`config.mk`:
```
export PLATFORM = sky130hd
export DESIGN_NAME = pe_array_ws
export DESIGN_NICKNAME = d
export VERILOG_FILES = /design/src/rtl/pe_array_pkg.sv /design/src/rtl/pe_array_ws_mac.sv /design/src/rtl/pe_array_ws.sv
export SDC_FILE = /design/constraint.sdc
export NUM_CORES = 2
export LEC_CHECK = 0
export ABC_AREA = 1
export CAP_MARGIN = 5
export CELL_PAD_IN_SITES_DETAIL_PLACEMENT = 2
export CELL_PAD_IN_SITES_GLOBAL_PLACEMENT = 2
export CORE_MARGIN = 2
export CORE_UTILIZATION = 35
export CTS_CLUSTER_DIAMETER = 40
export CTS_CLUSTER_SIZE = 20
export DETAILED_ROUTE_END_ITERATION = 8
export GPL_TIMING_DRIVEN = 0
export HOLD_SLACK_MARGIN = 0.02
export PLACE_DENSITY = 0.76
export REMOVE_ABC_BUFFERS = 1
export SYNTH_ARGS = -nofsm -noshare
export SYNTH_HDL_FRONTEND = slang
export SYNTH_SLANG_ARGS = --single-unit
export TNS_END_PERCENT = 5
```
`constraint.sdc`:
```
create_clock -name clk -period 14.8 [get_ports clk]
set_clock_uncertainty 0.2 [all_clocks]
set_input_delay 2.96 -clock clk [delete_from_list [all_inputs] [get_ports clk]]
set_output_delay 2.96 -clock clk [all_outputs]
set_load 0.03 [all_outputs]
```
`src/rtl/pe_array_pkg.sv`:
```
// Shared types and helpers for the weight-stationary MAC array.
// PE_ARRAY_SAT_EN selects saturating accumulation in pe_mac.
package pe_array_pkg;

    typedef enum logic [1:0] {
        IDLE    = 2'd0,
        LOAD_W  = 2'd1,
        COMPUTE = 2'd2,
        DRAIN   = 2'd3
    } state_t;

    localparam int SAT_W = 64;

    function automatic int lat(input int rows, input int cols);
        return rows + cols - 1;
    endfunction

    // Operands arrive sign-extended from acc_w bits, so the wide sum never overflows.
    function automatic logic signed [SAT_W-1:0] sat_add(
        input logic signed [SAT_W-1:0] a,
        input logic signed [SAT_W-1:0] b,
        input int                      acc_w
    );
        logic signed [SAT_W-1:0] sum_v;
        logic signed [SAT_W-1:0] max_v;
        logic signed [SAT_W-1:0] min_v;
        sum_v = a + b;
        max_v = (64'sd1 <<< (acc_w - 1)) - 64'sd1;
        min_v = -max_v - 64'sd1;
        if (sum_v > max_v) begin
            return max_v;
        end else if (sum_v < min_v) begin
            return min_v;
        end else begin
            return sum_v;
        end
    endfunction

endpackage

```
`src/rtl/pe_array_ws_mac.sv`:
```
// Single weight-stationary PE: registers psum_in + x*w and forwards x.
// PE_ARRAY_SAT_EN clamps the accumulate instead of wrapping.
module pe_mac
    import pe_array_pkg::*;
#(
    parameter int DATA_W = 8,
    parameter int ACC_W  = 24
) (
    input  logic              clk,
    input  logic              rst,
    input  logic              en,
    input  logic [DATA_W-1:0] x_in,
    input  logic [DATA_W-1:0] w,
    input  logic [ACC_W-1:0]  psum_in,
    output logic [DATA_W-1:0] x_out,
    output logic [ACC_W-1:0]  psum_out
);

    localparam int PW = 2 * DATA_W;

    logic signed [PW-1:0]    prod_s;
    logic signed [ACC_W-1:0] prod_ext_s;
    logic [ACC_W-1:0]        acc_d;
    logic [DATA_W-1:0]       x_q;
    logic [ACC_W-1:0]        psum_q;

    assign prod_s     = PW'($signed(x_in)) * PW'($signed(w));
    assign prod_ext_s = ACC_W'(prod_s);

`ifdef PE_ARRAY_SAT_EN
    assign acc_d = ACC_W'(sat_add(SAT_W'($signed(psum_in)), SAT_W'(prod_ext_s), ACC_W));
`else
    assign acc_d = ACC_W'($signed(psum_in) + prod_ext_s);
`endif

    // Operand and partial-sum registers, frozen while the array is stalled.
    always_ff @(posedge clk or posedge rst) begin
        if (rst) begin
            x_q    <= '0;
            psum_q <= '0;
        end else if (en) begin
            x_q    <= x_in;
            psum_q <= acc_d;
        end
    end

    assign x_out    = x_q;
    assign psum_out = psum_q;

endmodule

```
`src/rtl/pe_array_ws.sv`:
```
// Weight-stationary systolic MAC array with weight-load phase and control FSM.
// Optional macro PE_ARRAY_SAT_EN: saturating accumulation inside every PE.
module pe_array_ws
    import pe_array_pkg::*;
#(
    parameter int DATA_W   = 8,
    parameter int ACC_W    = 24,
    parameter int NUM_ROWS = 3,
    parameter int NUM_COLS = 3
) (
    input  logic                         clk,
    input  logic                         rst,
    input  logic                         cfg_start,
    input  logic                         w_valid,
    output logic                         w_ready,
    input  logic [NUM_COLS*DATA_W-1:0]   w_data,
    input  logic                         x_valid,
    output logic                         x_ready,
    input  logic [NUM_ROWS*DATA_W-1:0]   x_data,
    input  logic                         x_last,
    output logic                         y_valid,
    input  logic                         y_ready,
    output logic [NUM_COLS*ACC_W-1:0]    y_data,
    output logic                         y_last,
    output logic                         busy
);

    localparam int LAT    = lat(NUM_ROWS, NUM_COLS);
    localparam int WCNT_W = (NUM_ROWS > 1) ? $clog2(NUM_ROWS) : 1;

    state_t              state_q, state_d;
    logic [WCNT_W-1:0]   wcnt_q, wcnt_d;
    logic [DATA_W-1:0]   w_q [NUM_ROWS][NUM_COLS];
    logic [LAT-1:0]      vld_q;
    logic [LAT-1:0]      lst_q;

    logic                en_s;
    logic                w_hs_s;
    logic                x_hs_s;
    logic [DATA_W-1:0]   x_inj_s        [NUM_ROWS];
    logic [DATA_W-1:0]   x_link_s       [NUM_ROWS][NUM_COLS+1];
    logic [DATA_W-1:0]   x_edge_unused_s [NUM_ROWS];
    logic [ACC_W-1:0]    psum_link_s    [NUM_ROWS+1][NUM_COLS];
    logic [ACC_W-1:0]    y_col_s        [NUM_COLS];

    assign en_s    = y_ready | ~vld_q[LAT-1];
    assign w_ready = (state_q == LOAD_W);
    assign x_ready = en_s & (state_q == COMPUTE);
    assign busy    = (state_q != IDLE);
    assign w_hs_s  = w_valid & w_ready;
    assign x_hs_s  = x_valid & x_ready;
    assign y_valid = vld_q[LAT-1];
    assign y_last  = lst_q[LAT-1];

    // State and weight-row counter registers.
    always_ff @(posedge clk or posedge rst) begin
        if (rst) begin
            state_q <= IDLE;
            wcnt_q  <= '0;
        end else begin
            state_q <= state_d;
            wcnt_q  <= wcnt_d;
        end
    end

    // Next-state logic for the tile sequencer.
    always_comb begin
        state_d = state_q;
        wcnt_d  = wcnt_q;
        case (state_q)
            IDLE: begin
                if (cfg_start) begin
                    state_d = LOAD_W;
                end else begin
                    state_d = IDLE;
                end
            end
            LOAD_W: begin
                if (w_hs_s) begin
                    if (wcnt_q == WCNT_W'(NUM_ROWS - 1)) begin
                        wcnt_d  = '0;
                        state_d = COMPUTE;
                    end else begin
                        wcnt_d = wcnt_q + 1'b1;
                    end
                end else begin
                    wcnt_d = wcnt_q;
                end
            end
            COMPUTE: begin
                if (x_hs_s && x_last) begin
                    state_d = DRAIN;
                end else begin
                    state_d = COMPUTE;
                end
            end
            DRAIN: begin
                if (vld_q[LAT-1] && y_ready && lst_q[LAT-1]) begin
                    state_d = IDLE;
                end else begin
                    state_d = DRAIN;
                end
            end
            default: begin
                state_d = IDLE;
                wcnt_d  = '0;
            end
        endcase
    end

    // Weight storage: one row per accepted beat, retained across tiles.
    always_ff @(posedge clk or posedge rst) begin
        if (rst) begin
            for (int r = 0; r < NUM_ROWS; r++) begin
                for (int c = 0; c < NUM_COLS; c++) begin
                    w_q[r][c] <= '0;
                end
            end
        end else if (w_hs_s) begin
            for (int r = 0; r < NUM_ROWS; r++) begin
                if (wcnt_q == WCNT_W'(r)) begin
                    for (int c = 0; c < NUM_COLS; c++) begin
                        w_q[r][c] <= w_data[c*DATA_W +: DATA_W];
                    end
                end
            end
        end
    end

    // An enabled cycle without a handshake injects a zero bubble.
    always_comb begin
        for (int r = 0; r < NUM_ROWS; r++) begin
            if (x_hs_s) begin
                x_inj_s[r] = x_data[r*DATA_W +: DATA_W];
            end else begin
                x_inj_s[r] = '0;
            end
        end
    end

    // Valid/last travel alongside the data wavefront.
    always_ff @(posedge clk or posedge rst) begin
        if (rst) begin
            vld_q <= '0;
            lst_q <= '0;
        end else if (en_s) begin
            vld_q[0] <= x_hs_s;
            lst_q[0] <= x_hs_s & x_last;
            for (int i = 1; i < LAT; i++) begin
                vld_q[i] <= vld_q[i-1];
                lst_q[i] <= lst_q[i-1];
            end
        end
    end

    for (genvar r = 0; r < NUM_ROWS; r++) begin : g_skew
        if (r == 0) begin : g_direct
            assign x_link_s[r][0] = x_inj_s[r];
        end else begin : g_regs
            logic [DATA_W-1:0] sk_q [r];
            // Row r is delayed r cycles so it meets the psum arriving from above.
            always_ff @(posedge clk or posedge rst) begin
                if (rst) begin
                    for (int i = 0; i < r; i++) begin
                        sk_q[i] <= '0;
                    end
                end else if (en_s) begin
                    sk_q[0] <= x_inj_s[r];
                    for (int i = 1; i < r; i++) begin
                        sk_q[i] <= sk_q[i-1];
                    end
                end
            end
            assign x_link_s[r][0] = sk_q[r-1];
        end
        assign x_edge_unused_s[r] = x_link_s[r][NUM_COLS];
    end

    for (genvar c = 0; c < NUM_COLS; c++) begin : g_top
        assign psum_link_s[0][c] = '0;
    end

    for (genvar r = 0; r < NUM_ROWS; r++) begin : g_row
        for (genvar c = 0; c < NUM_COLS; c++) begin : g_col
            pe_mac #(
                .DATA_W (DATA_W),
                .ACC_W  (ACC_W)
            ) u_pe (
                .clk      (clk),
                .rst      (rst),
                .en       (en_s),
                .x_in     (x_link_s[r][c]),
                .w        (w_q[r][c]),
                .psum_in  (psum_link_s[r][c]),
                .x_out    (x_link_s[r][c+1]),
                .psum_out (psum_link_s[r+1][c])
            );
        end
    end

    for (genvar c = 0; c < NUM_COLS; c++) begin : g_deskew
        localparam int D = NUM_COLS - 1 - c;
        if (D == 0) begin : g_direct
            assign y_col_s[c] = psum_link_s[NUM_ROWS][c];
        end else begin : g_regs
            logic [ACC_W-1:0] dk_q [D];
            // Left columns finish early and wait here so the whole vector aligns.
            always_ff @(posedge clk or posedge rst) begin
                if (rst) begin
                    for (int i = 0; i < D; i++) begin
                        dk_q[i] <= '0;
                    end
                end else if (en_s) begin
                    dk_q[0] <= psum_link_s[NUM_ROWS][c];
                    for (int i = 1; i < D; i++) begin
                        dk_q[i] <= dk_q[i-1];
                    end
                end
            end
            assign y_col_s[c] = dk_q[D-1];
        end
        assign y_data[c*ACC_W +: ACC_W] = y_col_s[c];
    end

endmodule

```
======== Word-level counts from Yosys, hierarchy flattened ========
Cells that the tools add are included.
operators by class
  add/subtract/negate cells ............... 7
  multiply operators ...................... 9
  div/mod/pow operators ................... 0
  magnitude comparators ................... 0
  equality and inequality tests ........... 7
  shift-type cells ........................ 0
  muxes and demuxes ....................... 10
  bitwise operators ....................... 6
  reductions and logical operators ........ 11
operators by type and width
  kind                                                   number
  multiplier 8 x 8 -> 16 bit                             9
  adder 24 x 16 -> 24 bit                                3
  adder 16 x 16 -> 17 bit                                3
  two-way mux 8 bit                                      3
  AND reduction 2 bit                                    5
  two-way mux 2 bit                                      4
  case mux 2 bit (4 select lines)                        1
  equality test 2 bit, second input constant             3
  AND 1 bit                                              4
  equality test 2 x 1 -> 1 bit, second input constant    2
  logical NOT 2 bit                                      2
  inequality test 2 x 1 -> 1 bit, second input constant  2
  logical AND 1 bit                                      3
  adder 2 x 1 -> 2 bit, second input constant            1
  two-way mux 1 bit                                      2
  nonzero test 2 bit                                     1
  inverter 1 bit                                         1
  OR 1 bit                                               1
word-level totals
  bits in registers ....................... 422
  bits in latches ......................... 0
  bits in writable memories ............... 0
  ROM bits ................................ 0
  word-level logic and storage cells ...... 84
  memories ................................ 0

======== Depth between registers and ports, before layout ========
  word-level depth ........................ 7
  gate-level depth with buffers ........... 27
  depth with buffers taken out ............ 26

======== Modules after synthesis ========
From an unflattened synthesis, not the netlist that was laid out.
unflattened totals
  cells, all modules ...................... 7304
  area, all modules ....................... 59271.8 µm²
modules (own cells, without submodules)
  module                                times used  cells each  area an instance (µm²)
  pe_mac at g_row[1].g_col[0].u_pe ...  2           726         5793.1
  pe_mac at g_row[1].g_col[2].u_pe ...  2           716         5773.0
  pe_mac at g_row[0].g_col[0].u_pe ...  2           725         5749.3
  pe_array_ws                           1           785         7178.1
  pe_mac at g_row[2].g_col[1].u_pe      1           750         5899.4
  pe_mac at g_row[0].g_col[2].u_pe      1           726         5803.1
  pe_mac at g_row[2].g_col[2].u_pe      1           709         5760.5

======== Worst setup path after synthesis ========
OpenSTA, ideal clock, no wires.
  path type ............................... input to register
  start point ............................. in y_ready
  end point ............................... reg g_row[0].g_col[0].u_pe.psum_out[15] (netlist name)
  library setup time ...................... 0.117 ns
  arrival time ............................ 7.094 ns
  data required time ...................... 14.483 ns
  setup slack ............................. 7.388 ns
  stages .................................. 23
  path through ............................ nor2_4 -> nor3_4 -> nand2_2 -> clkinv_2 -> buf_6 -> nand2_4 -> nor2_4 -> inv_1 -> fa_1 -> inv_1 -> fa_1 -> inv_1 -> fa_1 -> inv_1 -> fa_1 -> ha_1 -> nand2_1 -> nor2_1 -> nand3_1 -> nand3_1 -> nand3_1 -> nand3_1 -> nand2_1
on the way
  word-level cells in the longest chain between the ends .. 5
RTL lines
  what                        RTL line               source
  from (decl)                 pe_array_ws.sv:22      input logic y_ready,
  OR 1 bit                    pe_array_ws.sv:46      assign en_s = y_ready | ~vld_q[LAT-1];
  AND 1 bit                   pe_array_ws.sv:48      assign x_ready = en_s & (state_q == COMPUTE);
  named net x_ready           pe_array_ws.sv:18      output logic x_ready,
  AND 1 bit                   pe_array_ws.sv:51      assign x_hs_s = x_valid & x_ready;
  two-way mux 8 bit           pe_array_ws.sv:133     if (x_hs_s) begin
  multiplier 8 x 8 -> 16 bit  pe_array_ws_mac.sv:27  assign prod_s = PW'($signed(x_in)) * PW'($signed(w));
The timed path passes the listed nets, and every way through them passes these cells.
A chain may end at the register's enable or synchronous reset.

======== Worst setup path after layout ========
  start point ............................. in y_ready
  end point ............................... reg g_row[0].g_col[0].u_pe.psum_q[12]
on the way
  word-level cells in the longest chain between the ends .. 5
RTL lines
  what                        RTL line               source
  OR 1 bit *                  pe_array_ws.sv:46
  AND 1 bit                   pe_array_ws.sv:48
  AND 1 bit                   pe_array_ws.sv:51
  two-way mux 8 bit           pe_array_ws.sv:133
  multiplier 8 x 8 -> 16 bit  pe_array_ws_mac.sv:27
  to (signal assigned)        pe_array_ws_mac.sv:40  psum_q <= '0;
  to (signal assigned)        pe_array_ws_mac.sv:43  psum_q <= acc_d;
  to (decl)                   pe_array_ws_mac.sv:25  logic [ACC_W-1:0] psum_q;
Mark *: on every way between the ends. The rest lies on a longest branch, timed or not.

==> flow_metrics.tcl <==
set metrics [dict create \
    timing.setup.tns_ns 0 \
    async_flop_share_pct 100 \
    synth_edf_count 0 \
    die-area_sq_mm 0.129 \
    clk_latency_ns 0.68 \
    cpMostUsedCell "inv_1" \
    cts.clk_slew.worst_paths_ns 0.05 \
    grt_max_degree 151 \
    drtPass1Iterations 4 \
    htreeDepth 3 \
    vias 34300 \
    status "finished clean" \
    grt_pass1_vias 41200 \
    fmax_ghz 0.110 \
    diodes 0 \
    synth-main-ff-cell "dfrtp_1" \
    antenna_found_initial 0 \
    slew_violations 0 \
    die_h_um 360 \
    ys_seq_area_share_pct 22.7 \
    place_congestion 0.807 \
    grt_pass1_wl_mm 218 \
    holdWs_ns 0.265 \
    fp-row-count 130 \
    hold_class "register to register" \
    cts.sinks 401 \
    post-dp-hpwl_mm 103 \
    hold_buffers 0 \
    coreArea_sq_mm 0.126 \
    final_common_cell "nand2_1" \
    crit_path_top_delay_cell "nor2_4" \
    synthToLayoutAreaGrowth_pct 12.7 \
    cap_violations 0 \
    cts_buffer_depth 3 \
    post_cts_buffers 0 \
    busiest_layer "met2" \
    cts_resized 0 \
    met1_usage_pct 24.7 \
    antenna_left 0 \
    cp-start-kind "primary input" \
    dp_slack_ns 4.92 \
    final_hold_viol_count 0 \
    grt_util_all_layers_pct 21.0 \
    crit_type "primary input to register" \
    critPathMaxStageDelay_ns 0.81 \
    dp_cells 7042 \
    synth.avg_cell_area_sq_um 8.08 \
    wl_per_cell_um 18.0 \
    syn_inst 5479 \
    yosys_register_bits 401 \
    cp-end-kind "register" \
    cp.required_ns 15.13 \
    die_x_um 360 \
    drt-initial-drc-count 1143 \
    path_max_fanout 39 \
    grt_use_met3_pct 2.34 \
    critical_path_arrival_ns 9.42 \
    period_needed_ns 9.09 \
    cts_root_buf "clkbuf_16" \
    final_nets 6522 \
    numCtsBuffers 83 \
    yosys-top-cells-area "fa_1 (29%), dfrtp_1 (23%), nand2_1 (13%)" \
    netlist.area_leader.share_pct 29.2 \
    fill_cells 14200 \
    rsz0062_at_grt "false" \
    r2r_start "vld_q[4]" \
    period_share_pct 61.4 \
    use_met2_pct 39.6 \
    start_util_pct 35.3 \
    port_buffers 131 \
    wl_mm 129 \
    yosysWarnings 0 \
    layout-drive-gt1-share_pct 4.18 \
    drc 0 \
    synth_cell_types 38 \
    r2r_end "g_row[0].g_col[0].u_pe.psum_out[12]" \
    r2r_slack_ns 8.07 \
    r2r_cells 24 \
    vias_per_cell 4.77 \
    synth_top_cell_by_area "fa_1" \
    crit_start "y_ready" \
    setup_viol 0 \
    crit_end "g_row[0].g_col[0].u_pe.psum_out[12]" \
    setup_slack_ns 5.71 \
    synthesis.area_sq_mm 0.0443 \
    stdcell_count 7198 \
    cts_tree "done" \
    layout_common_cells "nand2_1 (1520), inv_1 (1396), fa_1 (645)" \
    grt-ovfl-total 0 \
    worstMarginPinSlew_ns 1.19 \
    io_pins 132 \
    relSlewSlack_pct 20.9 \
    crit_chain "clkdlybuf4s50_1, nor2_4, buf_12, nor3_4, nand2_2, clkinv_2, nand2_1, nor2_1, fa_1, inv_1, fa_1, inv_1, fa_1, inv_1, fa_1, inv_1, ha_1, inv_1, o31ai_1, nand2_1, nand2_1, nand2_1, nand3_1, o21ai_0" \
]
metrics by stage:
step | instance area, sq um | util [%]
floorplan | 43200 | -
global placement | 46600 | 37.1
detailed placement | 46900 | 37.3
CTS | 49900 | 39.7
global route | 49900 | 39.7
finish | 49900 | 39.7
registers in the layout (all words and copies together) (netlist names):
name / cells
lst_q: 5
g_deskew.g_regs.dk_q: 48
g_skew.g_regs.sk_q: 24
g_row.g_col.u_pe.x_out: 48
g_row.g_col.u_pe.psum_out: 171
w_q: 72
y_data: 24
wcnt_q: 2
state_q: 2
vld_q: 5
worst max-delay path: cells and delay by family:
family	cells	cell delay, ns
fa+ha+maj	5	2.36
simple gates	9	2.05
buf+inv	8	1.52
compound gates	2	0.45
final cells by class:
class	count	area [sq um]	share of cell area, %
clock inverters	62	818	1.64
well taps	1650	2060	4.14
multi-input cells	3442	27900	55.9
clock buffers	94	2210	4.43
repair buffers	143	1600	3.20
inverters	1406	5300	10.6
flip-flops and latches	401	10000	20.1
synthesized netlist by cell type (all sizes together), types with 29 or more instances:
master	instances
nand3	150
clkbuf	164
xnor2	29
inv	1402
dfrtp	401
fa	645
nor2	219
a21oi	81
buf	66
o21ai	311
ha	345
nand2	1525
routing by layer:
| metal | share of wire, % | vias up | routed length [um] |
|---|---|---|---|
| met4 | 3.1 | 0 | 3970 |
| li1 | - | 16000 | - |
| met1 | 41 | 17900 | 53100 |
| met2 | 54 | 304 | 69700 |
| met3 | 1.9 | 176 | 2480 |
| met5 | 0 | - | 0 |
kinds of logic (layout without fill, tap and decap cells):
group | Yosys count | count (layout) | synth area share, %
XOR/XNOR | 54 | 54 | 1.07
AND/OR/NAND/NOR | 1964 | 1964 | 17.7
AO/OA/AOI/OAI | 434 | 434 | 5.32
adder cells (fa/ha/maj) | 990 | 990 | 38.9
buffers and inverters | 1636 | 1705 | 14.3
flip-flops | 401 | 401 | 22.7
worst min path at each step:
stage	end	cells after the start	slack, ns	from
floorplan	vld_q[4]	2	0.22	vld_q[3]
global placement	vld_q[4]	2	0.24	vld_q[3]
detailed placement	vld_q[4]	2	0.24	vld_q[3]
CTS	vld_q[4]	2	0.27	vld_q[3]
global route	g_row[2].g_col[1].u_pe.psum_out[3]	2	0.30	g_row[2].g_col[1].u_pe.psum_out[3]
finish	vld_q[4]	2	0.26	vld_q[3]
Power is left out: the tool's default activity adds up to more than one toggle a clock period on the data nets, which glitch-free logic cannot reach.
